$ cat config.mk
export PLATFORM = sky130hd
export DESIGN_NAME = seq_match_arbiter
export DESIGN_NICKNAME = d
export VERILOG_FILES = /design/src/rtl/seq_pkg.sv /design/src/rtl/seq_match_core.sv /design/src/rtl/seq_match_arbiter.sv
export SDC_FILE = /design/constraint.sdc
export NUM_CORES = 1
export LEC_CHECK = 0
export CORE_UTILIZATION = 47
export DETAILED_ROUTE_END_ITERATION = 8
export GPL_TIMING_DRIVEN = 1
export MAX_ROUTING_LAYER = met4
export PLACE_DENSITY_LB_ADDON = 0.1
export SLEW_MARGIN = 30
export SYNTH_ARGS = -nofsm -noshare
export SYNTH_HDL_FRONTEND = slang
export SYNTH_SLANG_ARGS = --single-unit
$ cat constraint.sdc
create_clock -name clk -period 2.7 [get_ports clk]
set_input_delay 0.27 -clock clk [delete_from_list [all_inputs] [get_ports clk]]
set_output_delay 0.27 -clock clk [all_outputs]
set_load 0.05 [all_outputs]
$ cat src/rtl/seq_pkg.sv
// -----------------------------------------------------------------------------
// seq_pkg
// Shared constants and types for the sequence-match arbiter:
//   - FSM state encoding (S_IDLE, S_FEED, S_REPORT)
//   - symbol / frame / sum widths
//   - the default 0,6,4,2 pattern
//   - FAIL_NONE, the first-mismatch index that means "every symbol matched"
// -----------------------------------------------------------------------------
package seq_pkg;

  localparam int SYM_W   = 3;
  localparam int NSYM    = 4;
  localparam int FRAME_W = NSYM * SYM_W;
  localparam int SUM_W   = 5;

  localparam logic [SYM_W-1:0] PAT0 = 3'd0;
  localparam logic [SYM_W-1:0] PAT1 = 3'd6;
  localparam logic [SYM_W-1:0] PAT2 = 3'd4;
  localparam logic [SYM_W-1:0] PAT3 = 3'd2;

  // One past the last symbol index: no mismatch was seen.
  localparam logic [2:0] FAIL_NONE = 3'd4;

  typedef enum logic [1:0] {
    S_IDLE   = 2'd0,
    S_FEED   = 2'd1,
    S_REPORT = 2'd2
  } state_t;

endpackage

$ cat src/rtl/seq_match_core.sv
// -----------------------------------------------------------------------------
// seq_match_core
// Running-sum and first-mismatch datapath. One symbol is presented per cycle
// while sym_valid is high; idx says which pattern position it belongs to.
//
// The sum/fail_idx outputs are the running results *including* the symbol
// currently presented, so the caller can register the final result on the
// same edge that consumes the last symbol.
//
// Ports
//   clk        in   clock
//   rst        in   asynchronous active-low reset
//   clear      in   start a new frame: sum=0, fail_idx=FAIL_NONE
//   sym_valid  in   sym/idx carry a symbol this cycle
//   idx        in   position 0..3 of the presented symbol
//   sym        in   presented symbol
//   sum        out  running sum including the presented symbol
//   fail_idx   out  first mismatching position so far, FAIL_NONE if none
// -----------------------------------------------------------------------------
module seq_match_core
  import seq_pkg::SUM_W;
  import seq_pkg::FAIL_NONE;
#(
  parameter int               SYM_W = seq_pkg::SYM_W,
  parameter logic [SYM_W-1:0] PAT0  = seq_pkg::PAT0,
  parameter logic [SYM_W-1:0] PAT1  = seq_pkg::PAT1,
  parameter logic [SYM_W-1:0] PAT2  = seq_pkg::PAT2,
  parameter logic [SYM_W-1:0] PAT3  = seq_pkg::PAT3
) (
  input  logic             clk,
  input  logic             rst,
  input  logic             clear,
  input  logic             sym_valid,
  input  logic [1:0]       idx,
  input  logic [SYM_W-1:0] sym,
  output logic [SUM_W-1:0] sum,
  output logic [2:0]       fail_idx
);

  logic [SUM_W-1:0] acc_q;
  logic [2:0]       fail_q;
  logic [SYM_W-1:0] exp_sym;

  always_comb begin
    unique case (idx)
      2'd0:    exp_sym = PAT0;
      2'd1:    exp_sym = PAT1;
      2'd2:    exp_sym = PAT2;
      default: exp_sym = PAT3;
    endcase
  end

  always_comb begin
    // NOTE: every output of a combinational block gets a default first, so
    // no path leaves it unassigned and no latch is inferred.
    sum      = acc_q;
    fail_idx = fail_q;
    if (sym_valid) begin
      sum = acc_q + SUM_W'(sym);
      // Only the first mismatch is remembered.
      if ((sym != exp_sym) && (fail_q == FAIL_NONE)) begin
        fail_idx = {1'b0, idx};
      end
    end
  end

  always_ff @(posedge clk or negedge rst) begin
    if (!rst) begin
      acc_q  <= '0;
      fail_q <= '0;
    end else if (clear) begin
      acc_q  <= '0;
      fail_q <= FAIL_NONE;
    end else if (sym_valid) begin
      // NOTE: sequential state is updated with non-blocking assignments so
      // every register samples pre-edge values regardless of statement order.
      acc_q  <= sum;
      fail_q <= fail_idx;
    end
  end

endmodule

$ cat src/rtl/seq_match_arbiter.sv
// -----------------------------------------------------------------------------
// seq_match_arbiter
// Round-robin front end that shares one seq_match_core among NREQ requesters.
// In IDLE the first requesting index at or after rr_ptr (with wrap) is
// granted, its 4-symbol frame captured, and the symbols are fed to the core
// over four FEED cycles. REPORT presents the tagged result for one cycle.
// Service period for back-to-back requests is 6 cycles.
//
// Ports
//   clk           in   clock, all state on rising edge
//   rst           in   asynchronous active-low reset
//   req           in   per-requester request level
//   frame         in   frames; symbol k of requester r at [r*4*SYM_W + k*SYM_W +: SYM_W]
//   gnt           out  one-hot grant, 1-cycle pulse after the accept edge
//   busy          out  high whenever the FSM is not in IDLE
//   rsp_valid     out  1-cycle response strobe (REPORT state)
//   rsp_id        out  requester that was served
//   rsp_match     out  all four symbols matched the pattern
//   rsp_sum       out  sum of the four symbols
//   rsp_fail_idx  out  first mismatching index, 4 on full match
// -----------------------------------------------------------------------------
module seq_match_arbiter
  import seq_pkg::state_t;
  import seq_pkg::S_IDLE;
  import seq_pkg::S_FEED;
  import seq_pkg::S_REPORT;
  import seq_pkg::SUM_W;
  import seq_pkg::FAIL_NONE;
#(
  parameter int               NREQ  = 4,
  parameter int               SYM_W = seq_pkg::SYM_W,
  parameter logic [SYM_W-1:0] PAT0  = seq_pkg::PAT0,
  parameter logic [SYM_W-1:0] PAT1  = seq_pkg::PAT1,
  parameter logic [SYM_W-1:0] PAT2  = seq_pkg::PAT2,
  parameter logic [SYM_W-1:0] PAT3  = seq_pkg::PAT3,
  localparam int              ID_W  = (NREQ > 1) ? $clog2(NREQ) : 1,
  localparam int              FW    = 4 * SYM_W
) (
  input  logic                 clk,
  input  logic                 rst,
  input  logic [NREQ-1:0]      req,
  input  logic [NREQ*FW-1:0]   frame,
  output logic [NREQ-1:0]      gnt,
  output logic                 busy,
  output logic                 rsp_valid,
  output logic [ID_W-1:0]      rsp_id,
  output logic                 rsp_match,
  output logic [SUM_W-1:0]     rsp_sum,
  output logic [2:0]           rsp_fail_idx
);

  state_t          state;
  logic [ID_W-1:0] rr_ptr;
  logic [ID_W-1:0] cur_id;
  logic [FW-1:0]   frame_q;
  logic [1:0]      idx;

  logic            found;
  logic [ID_W-1:0] sel;

  logic            core_clear;
  logic            core_valid;
  logic [SYM_W-1:0] core_sym;
  logic [SUM_W-1:0] core_sum;
  logic [2:0]      core_fail;

  // (base + off) mod NREQ for off < NREQ.
  function automatic logic [ID_W-1:0] wrap_add(input logic [ID_W-1:0] base,
                                               input int unsigned     off);
    int unsigned s;
    s = 32'(base) + off;
    if (s >= 32'(NREQ)) s = s - 32'(NREQ);
    return s[ID_W-1:0];
  endfunction

  // Round-robin search starting at rr_ptr; the first hit wins.
  always_comb begin
    found = 1'b0;
    sel   = rr_ptr;
    for (int unsigned i = 0; i < NREQ; i++) begin
      if (!found && req[wrap_add(rr_ptr, i)]) begin
        found = 1'b1;
        sel   = wrap_add(rr_ptr, i);
      end
    end
  end

  assign core_clear = (state == S_IDLE) && found;
  assign core_valid = (state == S_FEED);
  assign core_sym   = frame_q[idx*SYM_W +: SYM_W];
  assign busy       = (state != S_IDLE);

  seq_match_core #(
    .SYM_W (SYM_W),
    .PAT0  (PAT0),
    .PAT1  (PAT1),
    .PAT2  (PAT2),
    .PAT3  (PAT3)
  ) u_core (
    .clk       (clk),
    .rst       (rst),
    .clear     (core_clear),
    .sym_valid (core_valid),
    .idx       (idx),
    .sym       (core_sym),
    .sum       (core_sum),
    .fail_idx  (core_fail)
  );

  always_ff @(posedge clk or negedge rst) begin
    if (!rst) begin
      state        <= S_IDLE;
      rr_ptr       <= '0;
      cur_id       <= '0;
      idx          <= '0;
      // NOTE: the captured frame is a plain register, not a memory array,
      // so clearing it on reset is cheap and keeps the datapath deterministic.
      frame_q      <= '0;
      gnt          <= '0;
      rsp_valid    <= 1'b0;
      rsp_id       <= '0;
      rsp_match    <= 1'b0;
      rsp_sum      <= '0;
      rsp_fail_idx <= '0;
    end else begin
      gnt       <= '0;
      rsp_valid <= 1'b0;
      unique case (state)
        S_IDLE: begin
          if (found) begin
            frame_q <= frame[sel*FW +: FW];
            gnt     <= NREQ'(1) << sel;
            rr_ptr  <= wrap_add(sel, 1);
            cur_id  <= sel;
            idx     <= 2'd0;
            state   <= S_FEED;
          end
        end
        S_FEED: begin
          idx <= idx + 2'd1;
          if (idx == 2'd3) begin
            // Core outputs already include the last symbol, so the result
            // is registered here and is valid throughout REPORT.
            state        <= S_REPORT;
            rsp_valid    <= 1'b1;
            rsp_id       <= cur_id;
            rsp_sum      <= core_sum;
            rsp_fail_idx <= core_fail;
            rsp_match    <= (core_fail == FAIL_NONE);
          end
        end
        S_REPORT: state <= S_IDLE;
        default:  state <= S_IDLE;
      endcase
    end
  end

endmodule

==> summary.md <==
| Metric | Value |
|---|---|
| Status | `finished, violations left` |
| Failing checks | `negative hold slack` |
| CTS tree | `yes` |
| Number of global-route vias before repair | `1933` |
| FILL cells | `418` |
| DPL Wire Length | `3950 um` |
| Fraction of registers with async set/reset | `1.00` |
| Total negative slack | `0 ps` |
| Detail Route Antenna Nets | `0` |
| Met3 usage | `0.0412` |
| Largest net degree at the start of global routing | `45` |
| # DRC | `0` |
| Setup bufs post-CTS | `0` |
| Post-synth EDFFs | `0` |
| Final wirelength | `5120 um` |
| CP Launch Type | `flop` |
| Synth Area per Inst | `9.76 sq um` |
| Row count | `25` |
| Clk_skew | `3.44 ps` |
| Hold slack final | `-38.8 ps` |
| GRT overflow | `0` |
| CP Class | `reg -> reg` |
| Max Slew Vio Count | `0` |
| FMAX | `435 MHz` |
| Post-route insts no fill | `385` |
| DR vias/cell | `5.31` |
| RSZ-0062 raised after global routing | `false` |
| Worst-Margin Slew | `665 ps` |
| Yosys top cell area share | `0.453` |
| Tot GR Track Use | `0.212` |
| Top_reg_cell synth | `dfrtp_1` |
| Comb pwr share | `0.588` |
| First-pass GRT wire length | `8580 um` |
| Clk_lat worst skew | `290 ps` |
| Crit path DAT | `2450 ps` |
| Net count, final | `382` |
| Syn Std Cell Area | `2430 sq um` |
| Synth area leader | `dfrtp_1` |
| Met1 usage | `0.266` |
| WP data required | `2850 ps` |
| Design internal power | `2.10 mW` |
| Syn-to-layout area delta | `34.4%` |
| Unique cell type count in the Yosys netlist | `37` |
| CTS Buffer Depth | `2` |
| Root buf cell | `clkbuf_8` |
| Overall power | `3.87 mW` |
| Synth area leaders | `dfrtp_1 45%, a211oi_1 7.4%, mux2i_1 4.9%` |
| Psw | `1.77 mW` |
| Drt pass-1 iters | `4` |
| Share of layout cells above drive strength 1 | `0.0692` |
| Resize count post-CTS | `0` |
| Worst setup EP type | `flop` |
| CTS clk-pin slew, worst paths | `80 ps` |
| Final Hold Fails | `44` |
| Antenna violations before repair | `0` |
| Antenna Cells | `0` |
| I/O Pins | `71` |
| Yosys warns | `0` |
| Die width | `73.9 um` |
| Final clock period utilization by the worst path | `0.851` |
| Htree depth | `2` |
| Initial Util | `0.501` |
| DR WL/cell | `13.3 um` |
| Max FO, Critical Path | `2` |
| Met2 GRT Util | `0.339` |
| Max VDD drop | `0.000580 V` |
| Switching Fraction | `0.457` |
| Via count | `2045` |
| First DRT Iteration DRCs | `107` |
| # port buffers | `70` |
| Critical Path, Cell by Cell | `mux4_1, ha_1, fa_1, a21oi_1, nor2b_1, xnor2_1, o21ai_0` |
| Die area | `5460 sq um` |
| Placed Instance Area | `3170 sq um` |
| Layer with the highest usage | `met2` |
| Synthesized Nets | `313` |
| Core ar. | `4850 sq um` |
| Clock sink count | `44` |
| Pleak | `1.45 nW` |
| Die Ht | `73.9 um` |
| RePlAce Congestion | `0.824` |
| Synthesis-stage register bit count | `44` |
| TritonCTS Buffers | `5` |
| Tmin final | `2300 ps` |
| Pwr per Cell Area | `1190 nW/um^2` |
| Hold Crit Class | `in -> async` |
| CP max stage cell | `mux4_1` |
| Setup violators final | `0` |
| Clock power frac | `0.112` |
| Crit path largest cell delay | `610 ps` |
| Register area share after synthesis | `0.453` |
| Slew HR | `0.557` |
| Max Cap Viol | `0` |
| Final Cell Area | `3270 sq um` |
| # hold bufs at CTS | `0` |
| Final worst slack | `401 ps` |
| Dpl cells | `378` |
| Flop pwr share | `0.300` |
| Synth Instances | `249` |
| Pre-CTS setup slack | `298 ps` |
flip-flops by register name (all words and copies together) (netlist names):
signal and count:
u_core.fail_q 3, u_core.acc_q 5, rsp_id 2, cur_id 2
rsp_sum 5, rsp_match 1, frame_q 12, gnt 4
rr_ptr 2, state 2, rsp_valid 1, rsp_fail_idx 3
idx 2
stage by stage:
step	hold slack [ps]	util
after floorplan	-25.6	-
final	-38.8	0.674
after detailed placement	462	0.653
after global routing	7.20	0.674
after global placement	457	0.653
after CTS	158	0.673
worst paths after layout:
path / startpoint / to / slack (ps) / depth (start not counted)
max: idx[0]$_DFFE_PN0P_ / rsp_sum[4]$_DFFE_PN0P_ / 400 / 7
min: rst / u_core.acc_q[4]$_DFFE_PN0P_ / -40 / 1
max reg2reg: idx[0]$_DFFE_PN0P_ / rsp_sum[4]$_DFFE_PN0P_ / 400 / 7
min reg2reg: cur_id[0]$_DFFE_PN0P_ / rsp_id[0]$_DFFE_PN0P_ / 470 / 2
max in group asynchronous: rst / frame_q[3]$_DFFE_PN0P_ / 2370 / 1
min in group clk: cur_id[0]$_DFFE_PN0P_ / rsp_id[0]$_DFFE_PN0P_ / 470 / 2
cell usage after synthesis, types with 3 or more instances:
cell type,number
and2_1,4
clkbuf_1,8
a211oi_1,24
mux2i_1,12
o21ai_0,13
nor2_1,23
a31oi_1,12
nand2_1,30
xor2_1,3
inv_1,16
dfrtp_1,44
nand3_1,6
buf_2,3
a21oi_1,9
ha_1,9
nor2b_1,6
worst max-delay path, delay by kind of cell (launching register included):
kind / cells / cell delay (ps)
DFF: 1 / 370
AOI/OAI and AO/OA: 2 / 270
xor gates and xnor gates: 1 / 150
and+or+nand+nor: 1 / 70
muxes: 1 / 610
adders and majority gates: 2 / 690
layer usage:
metal,part of all wire,vias to the layer above
met3,0.056,6
met2,0.48,76
met5,0,-
met1,0.45,950
met4,0.015,0
li1,-,1013
power groups by stage:
stage / Sequential, mW / Clock (mW) / Combinational, mW
floorplan: 1.47 / 0 / 1.41
global placement: 1.16 / 0 / 2.24
detailed placement: 1.18 / 0 / 2.28
CTS: 1.16 / 0.443 / 2.29
global route: 1.20 / 0.477 / 2.51
finish: 1.16 / 0.435 / 2.28
cell type report:
type	count	area (sq um)	share of cell area
clock buffers	7	96.3	0.0295
multi-input cells	173	1170	0.358
repair buffers	76	743	0.228
well taps	67	83.8	0.0257
inverters	18	72.6	0.0222
flip-flops and latches	44	1100	0.337
kinds of logic (layout without fill, tap and decap cells):
| group | after synthesis | in the layout | share of synthesized area |
|---|---|---|---|
| and+or+nand+nor | 72 | 72 | 0.128 |
| AOI/OAI and AO/OA | 71 | 71 | 0.202 |
| DFF | 44 | 44 | 0.453 |
| buffers and inverters | 32 | 101 | 0.0659 |
| muxes | 15 | 15 | 0.0788 |
| adders and majority gates | 10 | 10 | 0.0546 |
| xor gates and xnor gates | 5 | 5 | 0.0180 |
placed cells by master, fill, tap and decap left out:
cell             instances
clkdlybuf4s50_1         69
dfrtp_1                 44
nand2_1                 30
a211oi_1                24
nor2_1                  23
inv_1                   16
o21ai_0                 13
mux2i_1                 12
a31oi_1                 12
a21oi_1                  9
ha_1                     9
clkbuf_8                 7
buf_4                    7
nor2b_1                  6
nand3_1                  6
and2_1                   4
xor2_1                   3
o21bai_1                 2
mux4_2                   2
a21o_1                   2
xnor2_1                  2
a32o_2                   2
a221o_1                  1
o21a_1                   1
a211o_1                  1
o21ai_1                  1
and3_1                   1
inv_6                    1
mux4_1                   1
or2_1                    1
inv_2                    1
nand2b_1                 1
a31oi_4                  1
o211ai_2                 1
o31ai_1                  1
fa_1                     1
Power figures use the tool's default switching activity.
